`config.mk`:
```
export PLATFORM = sky130hd
export DESIGN_NAME = operation_unit
export DESIGN_NICKNAME = d
export VERILOG_FILES = /design/src/rtl/operation_pkg.sv /design/src/rtl/operation_alu.sv /design/src/rtl/operation_unit.sv
export SDC_FILE = /design/constraint.sdc
export NUM_CORES = 1
export LEC_CHECK = 0
export CAP_MARGIN = 20
export CORE_MARGIN = 3
export CORE_UTILIZATION = 31
export CTS_CLUSTER_DIAMETER = 120
export DETAILED_ROUTE_END_ITERATION = 12
export HOLD_SLACK_MARGIN = 0.12
export MAX_ROUTING_LAYER = met4
export SLEW_MARGIN = 40
export SYNTH_ARGS = -nofsm -noshare
export SYNTH_HDL_FRONTEND = slang
export SYNTH_SLANG_ARGS = --single-unit
```
`constraint.sdc`:
```
create_clock -name clk -period 5.9 [get_ports clk]
set_clock_uncertainty 0.05 [all_clocks]
set_input_delay 1.18 -clock clk [delete_from_list [all_inputs] [get_ports clk]]
set_output_delay 1.18 -clock clk [all_outputs]
set_load 0.005 [all_outputs]
```
`src/rtl/operation_pkg.sv`:
```
// Shared types and constants for the operation engine: opcodes, instruction format,
// widths and the fixed program ROM.
package operation_pkg;

  localparam int unsigned DATA_W     = 8;
  localparam int unsigned PROG_DEPTH = 8;
  localparam int unsigned PC_W       = $clog2(PROG_DEPTH);

  typedef enum logic [2:0] {
    OpLoad = 3'd0,
    OpAdd  = 3'd1,
    OpSub  = 3'd2,
    OpAnd  = 3'd3,
    OpOr   = 3'd4,
    OpXor  = 3'd5,
    OpShl  = 3'd6,
    OpShr  = 3'd7
  } opcode_e;

  typedef struct packed {
    opcode_e             opcode;
    logic [DATA_W-1:0]   imm;
  } instr_t;

  // ADD at pc1 and SUB at pc3 intentionally wrap past 8 bits.
  localparam instr_t PROG_ROM [PROG_DEPTH] = '{
    '{opcode: OpLoad, imm: 8'h05},
    '{opcode: OpAdd,  imm: 8'hFE},
    '{opcode: OpShl,  imm: 8'h00},
    '{opcode: OpSub,  imm: 8'h07},
    '{opcode: OpXor,  imm: 8'h0F},
    '{opcode: OpOr,   imm: 8'h0A},
    '{opcode: OpAnd,  imm: 8'h3C},
    '{opcode: OpShr,  imm: 8'h00}
  };

endpackage

```
`src/rtl/operation_alu.sv`:
```
// Combinational ALU: computes the next accumulator value from opcode, acc and imm.
// Carries, borrows and shifted-out bits are dropped; there are no flags.
module operation_alu
  import operation_pkg::*;
(
  input  opcode_e            opcode_i,
  input  logic [DATA_W-1:0]  acc_i,
  input  logic [DATA_W-1:0]  imm_i,
  output logic [DATA_W-1:0]  result_o
);

  always_comb begin
    result_o = acc_i;
    unique case (opcode_i)
      OpLoad: result_o = imm_i;
      OpAdd:  result_o = acc_i + imm_i;
      OpSub:  result_o = acc_i - imm_i;
      OpAnd:  result_o = acc_i & imm_i;
      OpOr:   result_o = acc_i | imm_i;
      OpXor:  result_o = acc_i ^ imm_i;
      OpShl:  result_o = {acc_i[DATA_W-2:0], 1'b0};
      OpShr:  result_o = {1'b0, acc_i[DATA_W-1:1]};
      default: result_o = acc_i;
    endcase
  end

endmodule

```
`src/rtl/operation_unit.sv`:
```
// Sequenced 8-bit accumulator engine: runs the fixed ROM program one instruction
// per clock, wrapping forever; the accumulator is visible on po_a.
module operation_unit
  import operation_pkg::*;
(
  input  logic              clk,
  input  logic              reset,
  output logic [DATA_W-1:0] po_a
);

  logic [PC_W-1:0]   pc_q, pc_d;
  logic [DATA_W-1:0] acc_q, acc_d;
  instr_t            instr;

  assign instr = PROG_ROM[pc_q];
  assign pc_d  = pc_q + PC_W'(1);

  operation_alu u_alu (
    .opcode_i (instr.opcode),
    .acc_i    (acc_q),
    .imm_i    (instr.imm),
    .result_o (acc_d)
  );

  always_ff @(posedge clk or posedge reset) begin
    if (reset) begin
      pc_q  <= '0;
      acc_q <= '0;
    end else begin
      pc_q  <= pc_d;
      acc_q <= acc_d;
    end
  end

  assign po_a = acc_q;

endmodule

```
==> flow_metrics.env <==
export IMPL_cts_tree="done"
export IMPL_synth_area_mux_share_pct=4.044
export IMPL_critPathLaunchType="register"
export IMPL_dr_pass1_iters=5
export IMPL_drc=0
export IMPL_fillers=535
export IMPL_cts_buffer_depth=2
export IMPL_hp_class="reg2reg"
export IMPL_synth_top_family_by_area="compound AO/OA/AOI/OAI gates"
export IMPL_die_h_um=77.34
export IMPL_wl_per_cell_um=14.85
export IMPL_crit_family="compound AO/OA/AOI/OAI gates"
export IMPL_crit_slowest_cell="dfrtp_1"
export IMPL_synth_seq_cells=11
export IMPL_grt_max_degree=25
export IMPL_io_buffers=9
export IMPL_critPathBufInv=2
export IMPL_powerDensity_mw_per_mm2=90.52
export IMPL_antenna_left=0
export IMPL_syn_nets=225
export IMPL_path_clk_slew_ps=60
export IMPL_relSlewSlack_pct=49.83
export IMPL_syn_area_mm2=0.001578
export IMPL_cp_required_ps=5970
export IMPL_finalWirelength_um=3964
export IMPL_yosysTopAreaCellShare_pct=23.00
export IMPL_ff2ff_setup_slack_ps=2080
export IMPL_use_met3_pct=3.480
export IMPL_synth_ff_type="dfrtp_1"
export IMPL_r2r_start="pc_q[1]"
export IMPL_path_cells="inv_2 -> ha_1 -> nor2_1 -> o2bb2ai_1 -> and2_1 -> nor2_1 -> xnor2_1 -> inv_1 -> ha_1 -> nor2b_1 -> o21ai_0 -> o21a_1 -> o211ai_1 -> xnor2_1 -> o21ai_1"
export IMPL_synth_fa_ha_area_share_pct=24.27
export IMPL_p_leak_uw=0.0007979
export IMPL_synth_simple_area_share_pct=13.72
export IMPL_worstSetupPathDepth=15
export IMPL_synth_compound_area_share_pct=27.36
export IMPL_globalRouteTotalUtil_pct=14.69
export IMPL_rsz0062_at_grt="no"
export IMPL_overflow=0
export IMPL_clock_latency_ps=250
export IMPL_drive_above_1_share_pct=5.500
export IMPL_viasPerCell=5.225
export IMPL_maxCapViolCount=0
export IMPL_synth_seq_area_share_pct=17.45
export IMPL_num_rows=25
export IMPL_grt_pass1_vias=1405
export IMPL_drt_iter0_drc=103
export IMPL_setup_viol=0
export IMPL_hpwl_um=3059
export IMPL_initial_core_util_pct=32.75
export IMPL_synth_cell_types=43
export IMPL_yosys_warnings=0
export IMPL_postCtsHoldBufs=0
export IMPL_cts_resized=0
export IMPL_area_growth_pct=12.13
export IMPL_yosys_area_share_xor_xnor_pct=6.661
export IMPL_htree_levels=1
export IMPL_synth_enable_flop_cells=0
export IMPL_period_minus_slack_ps=3823
export IMPL_crit_path_end="po_a[7]"
export IMPL_hold_viol=0
export IMPL_numCtsBuffers=3
export IMPL_fin_nets=233
export IMPL_fin_setup_tns_ps=0
export IMPL_synth_area_leaders="ha_1 (23%), dfrtp_1 (17%), a21oi_1 (5.4%)"
export IMPL_synth_top_area_cell="ha_1"
export IMPL_vias=1395
export IMPL_worstHoldStart="po_a[3]"
export IMPL_met2_usage_pct=22.71
export IMPL_slew_violations=0
export IMPL_post_cts_buffers=0
export IMPL_clock_fmax_mhz=261.6
export IMPL_die_area_mm2=0.005981
export IMPL_status="completed"
export IMPL_cp_data_arrival_time_ps=3900
export IMPL_worst_pin_slew_ps=752.6
export IMPL_async_flop_share_pct=100.0
export IMPL_grt_pass1_wl_um=6858
export IMPL_gp_congestion=0.8837
export IMPL_cpPeakStageDelay_ps=730
export IMPL_endpoint_kind="register"
export IMPL_antenna_found_initial=0
export IMPL_syn_instance_count=193
export IMPL_io_pins=10
export IMPL_period_share_pct=64.79
export IMPL_ir_drop_v=0.00006413
export IMPL_final_cell_mix="ha_1 (29), nor2_1 (19), inv_1 (17), a21oi_1 (17), dfrtp_1 (11)"
export IMPL_critPathKind="reg2reg"
export IMPL_startpoint="pc_q[1]"
export IMPL_cts_sinks=11
export IMPL_cp_max_fo=18
export IMPL_syn_area_per_cell_um2=8.175
export IMPL_grt_most_used_layer="met2"
export IMPL_seqCellArea_um2=275.3
export IMPL_cts_root_buf="clkbuf_8"
export IMPL_holdWs_ps=638.9
export IMPL_reg2reg_depth=15
export IMPL_fp_dieW_um=77.34
export IMPL_core_area_mm2=0.004817
export IMPL_num_antenna_cells=0
export IMPL_multiInputGateArea_mm2=0.001200
export IMPL_r2r_end="po_a[7]"
export IMPL_globalRouteMet1Util_pct=18.93
export IMPL_mostFrequentLayoutCell="ha_1"
==> synth_stat cells, types with 2 or more instances <==
library cell,n
mux2i_1,3
inv_2,3
dfrtp_1,11
nor2b_1,3
a22oi_1,10
ha_1,29
and2_1,2
a32oi_1,2
nor2_1,19
xor2_1,5
xnor2_1,7
clkbuf_1,2
nand3_1,4
nand2_1,10
inv_1,17
a21oi_1,17
o21ai_1,2
o211ai_1,3
o21ai_0,6
buf_2,4
o2111ai_1,4
a21o_1,3
mux2_2,2
a31oi_1,2
nand2b_1,2
a221oi_1,4
==> how the worst min path moves through the flow <==
stage / endpoint / slack [ps] / cells past startpoint
floorplan: po_a[6] / 550 / 2
global placement: po_a[6] / 630 / 2
detailed placement: po_a[4] / 620 / 2
CTS: po_a[4] / 640 / 2
global route: po_a[4] / 680 / 2
finish: po_a[4] / 640 / 2
==> stage by stage <==
| step | instance area (um^2) | utilization (%) | total power, uW | std cells | worst slack, ps |
|---|---|---|---|---|---|
| 2_1_floorplan | 1578 | - | 77.97 | 193 | 2836 |
| 3_3_place_gp | 1724 | 35.79 | 79.27 | 263 | 2148 |
| 3_5_place_dp | 1724 | 35.79 | 79.22 | 263 | 2110 |
| 4_1_cts | 1769 | 36.73 | 162.4 | 267 | 2091 |
| 5_1_grt | 1769 | 36.73 | 166.3 | 267 | 1671 |
| 6_report | 1769 | 36.73 | 160.1 | 267 | 2077 |
==> state kept, by name (all words and copies together), names as in the netlist <==
| signal | cells |
|---|---|
| pc_q | 3 |
| po_a | 8 |
==> worst reg2reg max path, cell delays in order, from the launching register on <==
cell	delay (ps)
dfrtp_1	730
inv_2	220
ha_1	290
nor2_1	270
o2bb2ai_1	170
and2_1	260
nor2_1	90
xnor2_1	240
inv_1	80
ha_1	260
nor2b_1	120
o21ai_0	360
o21a_1	200
o211ai_1	120
xnor2_1	170
o21ai_1	70
==> area by class of cell <==
| type | instances | share of cell area, % |
|---|---|---|
| multi-input cells | 156 | 67.82 |
| flip-flops and latches | 11 | 15.56 |
| repair buffers | 9 | 5.092 |
| well taps | 67 | 4.738 |
| inverters | 20 | 4.243 |
| clock buffers | 4 | 2.546 |
==> kinds of logic after synthesis <==
group	Yosys count
flops	11
compound gates	62
xor+xnor	12
buf+inv	26
fa+ha+maj	30
mux	6
simple gates	46
==> power breakdown <==
| group | leakage (uW) | switching (uW) | internal [uW] |
|---|---|---|---|
| logic | 0.000635 | 1.62 | 0.614 |
| clock network | 0.0000228 | 34.6 | 47.8 |
| registers | 0.000140 | 0 | 75.5 |
| total | 0.000798 | 36.2 | 124 |
==> per-layer routing <==
layer / up-vias / share of wire (%)
met5: - / 0
met4: 0 / 1.1
met3: 7 / 5.0
met2: 32 / 46
met1: 642 / 48
li1: 714 / -
(Power assumes the default switching activity.)
